`config.mk`:
```
export PLATFORM = sky130hd
export DESIGN_NAME = toggle_activity_monitor
export DESIGN_NICKNAME = d
export VERILOG_FILES = /design/src/rtl/activity_pkg.sv /design/src/rtl/popcount_n.sv /design/src/rtl/toggle_activity_monitor.sv
export SDC_FILE = /design/constraint.sdc
export NUM_CORES = 1
export LEC_CHECK = 0
export CORE_MARGIN = 5
export CORE_UTILIZATION = 50
export DETAILED_ROUTE_END_ITERATION = 10
export DONT_BUFFER_PORTS = 1
export PLACE_DENSITY = 0.61
export REMOVE_ABC_BUFFERS = 1
export SLEW_MARGIN = 10
export SYNTH_ARGS = -nofsm -noshare
export SYNTH_HDL_FRONTEND = slang
export SYNTH_SLANG_ARGS = --single-unit
```
`constraint.sdc`:
```
create_clock -name clk -period 12.8 [get_ports clk]
set_input_delay 2.56 -clock clk [delete_from_list [all_inputs] [get_ports clk]]
set_output_delay 2.56 -clock clk [all_outputs]
set_load 0.005 [all_outputs]
```
`src/rtl/activity_pkg.sv`:
```
// Shared types, default widths and the saturating-add helper for the
// toggle activity monitor.
package activity_pkg;

    localparam int N_SIG_D    = 8;
    localparam int CNT_W_D    = 16;
    localparam int WIN_LEN_D  = 256;
    localparam int E_WEIGHT_D = 3;
    localparam int E_W_D      = 24;

    // Common working width for the saturating adder; callers size-cast in and out.
    localparam int SAT_W = 32;

    typedef enum logic [1:0] {
        ST_IDLE   = 2'd0,
        ST_ARM    = 2'd1,
        ST_SAMPLE = 2'd2,
        ST_REPORT = 2'd3
    } state_t;

    // Returns {overflow, sum}; the sum is clamped to max_val when it would exceed it.
    function automatic logic [SAT_W:0] sat_add(
        input logic [SAT_W-1:0] a,
        input logic [SAT_W-1:0] b,
        input logic [SAT_W-1:0] max_val
    );
        logic [SAT_W:0] sum;
        sum = {1'b0, a} + {1'b0, b};
        if (sum > {1'b0, max_val}) begin
            return {1'b1, max_val};
        end
        return sum;
    endfunction

endpackage

```
`src/rtl/popcount_n.sv`:
```
// Combinational population count of an N-bit vector.
module popcount_n #(
    parameter int N  = 8,
    parameter int CW = $clog2(N + 1)
) (
    input  logic [N-1:0]  i_bits,
    output logic [CW-1:0] o_count
);

    always_comb begin
        o_count = '0;
        for (int i = 0; i < N; i++) begin
            o_count = o_count + CW'(i_bits[i]);
        end
    end

endmodule

```
`src/rtl/toggle_activity_monitor.sv`:
```
// Windowed switching-activity counter: sums bit transitions of sig over WIN_LEN
// cycles and reports toggle count and weighted energy through valid/ready.
module toggle_activity_monitor
    import activity_pkg::*;
#(
    parameter int N_SIG    = N_SIG_D,
    parameter int CNT_W    = CNT_W_D,
    parameter int WIN_LEN  = WIN_LEN_D,
    parameter int E_WEIGHT = E_WEIGHT_D,
    parameter int E_W      = E_W_D
) (
    input  logic             clk,
    input  logic             reset_L,
    input  logic [N_SIG-1:0] sig,
    input  logic             start,
    input  logic             cont,
    input  logic             rd_ready,
    output logic             busy,
    output logic             rd_valid,
    output logic [CNT_W-1:0] toggles,
    output logic [E_W-1:0]   energy,
    output logic             ovf,
    output state_t           dbg_state
);

    // Handshake: a report transfers on a rising clk edge where rd_valid and
    // rd_ready are both high; rd_valid then drops and the report fields stay
    // stable for every cycle rd_valid is high.

    localparam int PC_W = $clog2(N_SIG + 1);
    localparam int WC_W = 16;
    localparam int P_W  = CNT_W + $clog2(E_WEIGHT + 1);
    localparam logic [SAT_W-1:0] CNT_MAX  = SAT_W'((64'd1 << CNT_W) - 64'd1);
    localparam logic [63:0]      E_MAX    = (64'd1 << E_W) - 64'd1;
    localparam logic [WC_W-1:0]  WIN_LAST = WC_W'(WIN_LEN - 1);

    state_t            r_state;
    state_t            w_next_state;
    logic [N_SIG-1:0]  r_prev;
    logic [CNT_W-1:0]  r_acc;
    logic [WC_W-1:0]   r_win_cnt;
    logic              r_acc_ovf;
    logic [CNT_W-1:0]  r_toggles;
    logic [E_W-1:0]    r_energy;
    logic              r_ovf;
    logic              r_busy;
    logic              r_rd_valid;

    logic [N_SIG-1:0]  w_diff;
    logic [PC_W-1:0]   w_pop;
    logic [SAT_W:0]    w_sat;
    logic [CNT_W-1:0]  w_acc_next;
    logic              w_add_ovf;
    logic [P_W-1:0]    w_prod;
    logic              w_e_clamp;
    logic [E_W-1:0]    w_energy;
    logic              w_last;
    logic              w_busy_d;
    logic              w_valid_d;

    assign w_diff = sig ^ r_prev;

    popcount_n #(
        .N  (N_SIG),
        .CW (PC_W)
    ) u_popcount (
        .i_bits  (w_diff),
        .o_count (w_pop)
    );

    assign w_sat      = sat_add(SAT_W'(r_acc), SAT_W'(w_pop), CNT_MAX);
    assign w_acc_next = CNT_W'(w_sat);
    assign w_add_ovf  = w_sat[SAT_W];

    // Energy is taken from the final count of the window, then clamped to E_W bits.
    assign w_prod    = P_W'(w_acc_next) * P_W'(E_WEIGHT);
    assign w_e_clamp = (64'(w_prod) > E_MAX);
    assign w_energy  = w_e_clamp ? E_W'(E_MAX) : E_W'(w_prod);

    assign w_last = (r_state == ST_SAMPLE) && (r_win_cnt == WIN_LAST);

    always_ff @(posedge clk or negedge reset_L) begin
        if (!reset_L) begin
            r_state <= ST_IDLE;
        end else begin
            r_state <= w_next_state;
        end
    end

    always_comb begin
        w_next_state = r_state;
        case (r_state)
            ST_IDLE:   if (start) w_next_state = ST_ARM;
            ST_ARM:    w_next_state = ST_SAMPLE;
            ST_SAMPLE: if (w_last) w_next_state = ST_REPORT;
            ST_REPORT: if (rd_ready) w_next_state = cont ? ST_ARM : ST_IDLE;
            default:   w_next_state = ST_IDLE;
        endcase
    end

    always_comb begin
        w_busy_d  = (w_next_state != ST_IDLE);
        w_valid_d = (w_next_state == ST_REPORT);
    end

    always_ff @(posedge clk or negedge reset_L) begin
        if (!reset_L) begin
            r_prev     <= '0;
            r_acc      <= '0;
            r_win_cnt  <= '0;
            r_acc_ovf  <= 1'b0;
            r_toggles  <= '0;
            r_energy   <= '0;
            r_ovf      <= 1'b0;
            r_busy     <= 1'b0;
            r_rd_valid <= 1'b0;
        end else begin
            r_busy     <= w_busy_d;
            r_rd_valid <= w_valid_d;
            case (r_state)
                ST_ARM: begin
                    r_prev    <= sig;
                    r_acc     <= '0;
                    r_win_cnt <= '0;
                    r_acc_ovf <= 1'b0;
                    r_ovf     <= 1'b0;
                end
                ST_SAMPLE: begin
                    r_prev    <= sig;
                    r_acc     <= w_acc_next;
                    r_win_cnt <= r_win_cnt + 1'b1;
                    r_acc_ovf <= r_acc_ovf | w_add_ovf;
                    if (w_last) begin
                        r_toggles <= w_acc_next;
                        r_energy  <= w_energy;
                        r_ovf     <= r_acc_ovf | w_add_ovf | w_e_clamp;
                    end
                end
                default: begin
                end
            endcase
        end
    end

    assign busy      = r_busy;
    assign rd_valid  = r_rd_valid;
    assign toggles   = r_toggles;
    assign energy    = r_energy;
    assign ovf       = r_ovf;
    assign dbg_state = r_state;

endmodule

```
**Yosys cells after proc, flatten, opt, wreduce, memory -nomap -nowiden**

Index checks and enable logic that the tools add are counted.
Widths: inputs -> output; s select.

- Flip-flop bits (word level): 80
- Latch bits: 0
- Bits in writable memories: 0
- Memory bits (read-only): 0
- Bits of input ports: 13
- Logic and storage cells: 49
- Memories kept: 0

- $add $sub $neg: 9
- $mul: 1
- Div/mod/pow operators: 0
- $lt $le $gt $ge: 1
- Equal/unequal tests: 6
- Shifts and indexed selects: 0
- Muxes and demuxes: 13
- Bitwise gates (word level): 2
- Reductions and logical operators: 7

Operators with widths:

| cell | count |
|---|---|
| $mux 33 | 2 |
| $pmux 16 s2 | 2 |
| $add 4x1->4 | 6 |
| $mul 16x2->18 const B | 1 |
| $add 16x4->17 | 1 |
| $gt 17x16->1 const B | 1 |
| $add 16x1->16 const B | 1 |
| $eq 16x8->1 const B | 1 |
| $pmux 2 s4 | 1 |
| $xor 8x8->8 | 1 |
| $eq 2x2->1 const B | 3 |
| $mux 2 | 3 |
| $pmux 1 s2 | 2 |
| $reduce_and 2->1 | 2 |
| $reduce_bool 2->1 | 2 |
| $mux 1 | 3 |
| $add 1x1->2 | 1 |
| $eq 2x1->1 const B | 1 |
| $logic_not 2->1 | 1 |
| $ne 2x2->1 const B | 1 |
| $reduce_or 2->1 | 1 |
| $logic_and 1x1->1 | 1 |
| $or 1x1->1 | 1 |

**Depth between registers and ports, before layout**

- Depth after elaboration: 15
- Mapped depth: 28
- Mapped depth without buffers: 26

**Cells and area by module**

From an unflattened synthesis, not the netlist that was laid out.

- Cell total of the unflattened synthesis: 581
- Area total of the unflattened synthesis: 5031.1 µm²

Modules (own cells, without submodules):

| module | times used | cells an instance | area an instance (µm²) | sequential area each (µm²) |
|---|---|---|---|---|
| toggle_activity_monitor | 1 | 563 | 4863.4 | 1976.9 |
| popcount_n | 1 | 18 | 167.7 | 0.0 |

**Worst setup path before layout**

OpenSTA, ideal clock, no wires.

- Path kind: in2reg
- Start: in sig[0]
- End: reg r_energy[17], in the netlist energy[17]
- Setup time: 0.123 ns
- Arrival: 8.296 ns
- Required time: 12.677 ns
- Slack: 4.381 ns
- Cell stages on the path: 28
- Buffers on the path: 2
- Cell sequence: xor2_1 ha_1 fa_1 inv_1 fa_1 inv_1 fa_1 fa_1 xor2_1 ha_1 buf_2 and3_1 o21ai_2 nor2_4 clkbuf_1 nor3b_1 ha_1 or2_2 a21oi_1 o21ai_0 o211ai_1 a21boi_1 o211ai_1 a21oi_2 a211oi_2 o31ai_2 a211oi_1 nor2_1

- Cells in the longest elaborated chain, start to end: 13

RTL lines:

| what | line | text |
|---|---|---|
| start: declaration | toggle_activity_monitor.sv:14 | `input logic [N_SIG-1:0] sig,` |
| $xor 8x8->8 (*) | toggle_activity_monitor.sv:61 | `assign w_diff = sig ^ r_prev;` |
| $add 1x1->2 (*) | popcount_n.sv:13 | `o_count = o_count + CW'(i_bits[i]);` |
| $add 4x1->4 (*) (6 in series) | popcount_n.sv:13 |  |
| $add 16x4->17 (*) | activity_pkg.sv:28 | `sum = {1'b0, a} + {1'b0, b};` |
| $gt 17x16->1 | activity_pkg.sv:29 | `if (sum > {1'b0, max_val}) begin` |
| $mux 1 | activity_pkg.sv:29 |  |
| $mux 33 (*) | activity_pkg.sv:32 | `return sum;` |
| $mul 16x2->18 (*) | toggle_activity_monitor.sv:76 | `assign w_prod = P_W'(w_acc_next) * P_W'(E_WEIGHT);` |
| end signal: assignment | toggle_activity_monitor.sv:135 | `r_energy <= w_energy;` |
| end: declaration | toggle_activity_monitor.sv:44 | `logic [E_W-1:0] r_energy;` |

Mark *: on every way between the ends. The rest lies on a longest branch, timed or not.
A chain may end at the register's enable or synchronous reset.

**Final worst setup path**

Same ends and word-level chain as after synthesis.

==> results.toml <==
[outcome]
status = "complete, no violations"

[timing]
slew_violations = 0
worstMarginPinSlew_ns = 0.8894
post-route-period-util_pct = 65.88
hold_ws_ns = 0.5016
finalHoldViolations = 0
fin_tns_setup_ns = 0
fmax_mhz = 118.6
finalSetupViolCount = 0
period_needed_ns = 8.432
skew_ns = 0.01440
slew_headroom_pct = 40.59
rsz0062_at_grt = "false"

[place]
port_buffers = 0
gp_congestion = 0.8600
dp_cells = 636
hpwlAfterDp_um = 7374

[clock_network]
path_clk_slew_ns = 0.09
cts-buffers-inserted = 9
cts-root-buf = "clkbuf_8"
postCtsSetupBuffers = 0
cts.repair.resized = 0
cts_buffer_depth = 2
cts_tree = "done"
htreeDepth = 3
cts.sinks = 79
clkLatencyLatePin_ns = 0.36
holdBufCountCts = 0

[grt]
grt_max_degree = 80
grt_pass1_vias = 3526
grt_antenna_before_repair = 0
grt_pass1_wl_um = 17380
gr-total-overflow = 0
track_usage_pct = 18.65

[routing]
vias = 3578
drt-initial-drc-count = 139
post_drt_wl_per_cell_um = 15.83
ant_nets = 0
drc_errors = 0
viasPerCell = 5.496
dr.pass1.iters = 4
drt-total-wl_um = 10310

[setup_path]
path_class = "in2reg"
path_max_fanout = 7
cp-start-kind = "input pin"
cp.required_ns = 13.05
crit_path_end_kind = "flip-flop"
arrival_ns = 8.69

[floorplanning]
num_rows = 35
die_w_um = 108.1
die_h_um = 108.1
ioPinCount = 58
die_area_um2 = 11690
initial_core_util_pct = 51.60
coreArea_um2 = 9328

[layout]
n_antenna_cell = 0
multi_input_area_um2 = 2577
fin_cells = 651
fin_nets = 559
nFillCells = 870
seq_area_um2 = 1977
final_cell_mix = "dfrtp_1 (79), nor2_1 (54), nand2_1 (45)"
area_delta_synth_final_pct = 5.121
utilization_pct = 54.25
final_common_cell = "dfrtp_1"
layout-drive-gt1-share_pct = 10.15

[yosys]
yosys_register_bits = 79
netlist_instances = 524
ys_seq_area_share_pct = 41.07
synth_area_per_cell_um2 = 9.186
netlist_area_um2 = 4813
synth_cell_types = 64
synth_top_cells_by_area = "dfrtp_1 (41%), ha_1 (6.0%), xnor2_1 (4.4%)"
synth_top_cell_area_share_pct = 41.07
ys_warn_count = 0
yosys.area.top_type = "dfrtp_1"

[power_and_ir_drop]
ir_drop_uv = 327.1
pwr_density_cell_nw_per_um2 = 301.7
power.leakage_nw = 2.215

[job]
cap_violations = 0

[min_path]
min_path_type = "reg2reg"
==> path summary, 6_finish.rpt <==
check | startpoint | end | slack [ns] | cells after the start
min in group asynchronous | reset_L | r_acc[4] | 1.89 | 0
max reg2reg | r_prev[0] | energy[17] | 6.16 | 25
max | sig[0] | energy[17] | 4.37 | 25
max in group asynchronous | reset_L | toggles[7] | 10.72 | 0
min | r_win_cnt[0] | r_win_cnt[0] | 0.50 | 1
min reg2reg | r_win_cnt[0] | r_win_cnt[0] | 0.50 | 1
==> where the power goes <==
group / total, W / switching, W / internal (W)
Clock: 0.000172 / 0.0000973 / 0.0000747
Sequential: 0.000294 / 0.0000194 / 0.000275
Combinational: 0.00106 / 0.000635 / 0.000425
Total: 0.00153 / 0.000752 / 0.000774
==> critical path, stage by stage <==
cell      delay (ns)
xor2_1          0.13
ha_1            0.31
fa_1            0.50
inv_1           0.05
fa_1            0.50
inv_1           0.06
fa_1            0.46
fa_1            0.55
fa_1            0.49
and3_1          0.25
o21ai_2         0.29
or2_0           0.40
nand2_1         0.10
ha_1            0.22
or2_2           0.27
a21oi_1         0.18
o21ai_0         0.11
o211ai_1        0.11
a21boi_1        0.11
o211ai_1        0.24
a21oi_2         0.11
a211oi_2        0.28
o31ai_2         0.11
a211oi_1        0.25
nor2_1          0.06
==> per-stage QoR <==
stage | area, um^2 | power [W] | setup slack (ns)
after CTS | 5060 | 0.001537 | 4.360
after global routing | 5060 | 0.001690 | 3.959
after floorplan | 4712 | 0.001133 | 4.482
after global placement | 4888 | 0.001350 | 4.113
final | 5060 | 0.001526 | 4.368
after detailed placement | 4888 | 0.001362 | 3.966
==> Yosys cell counts, drive strengths merged <==
cell    count
nand3b      1
nor3b       3
and4        3
o211ai      3
o221ai      1
clkbuf     12
nand4       8
nor2       57
or2         5
o31ai       6
ha         23
fa          5
mux2i       4
nand3      14
a221oi      2
a21boi      2
o21bai      3
a31oi       2
a22o        1
or4         1
a21o        3
nand2      45
and3        7
or3         5
o21ai      32
o22ai      19
and2        2
xor2       21
o21ba       1
a211oi      4
nor4        4
o32ai       1
nor2b       3
mux2       10
dfrtp      79
buf        12
a21oi      44
inv        42
nor3        7
xnor2      25
nand2b      1
conb        1
==> logic make-up after synthesis <==
| kind of cell | share of synthesized area (%) |
|---|---|
| simple gates | 16.45 |
| compound gates | 16.87 |
| flops | 41.07 |
| buf+inv | 5.771 |
| xor+xnor | 8.526 |
| fa+ha+maj | 8.058 |
| mux | 3.171 |
| other cells | 0.07791 |
==> state kept, by name, indices dropped and copies added, names as in the netlist, 2 cells and up <==
register	cells
toggles	16
r_acc	16
r_prev	8
r_win_cnt	16
energy	17
dbg_state	2
==> layer usage <==
metal	part of all wire [%]	wire length (um)	vias up	track usage, %
li1	-	-	1773	-
met1	47	4853	1716	24.82
met2	45	4680	79	29.48
met3	6.2	634	10	5.134
met4	1.3	139	0	6.222
met5	0	0	-	0
==> area by class of cell <==
cell class	count	share of cell area, %
clock buffers	10	2.720
clock inverters	5	0.6677
inverters	42	3.116
multi-input cells	384	50.94
flip-flops and latches	79	39.07
well taps	129	3.190
repair buffers	2	0.2967
No activity file was read; power rests on OpenSTA's default activity.
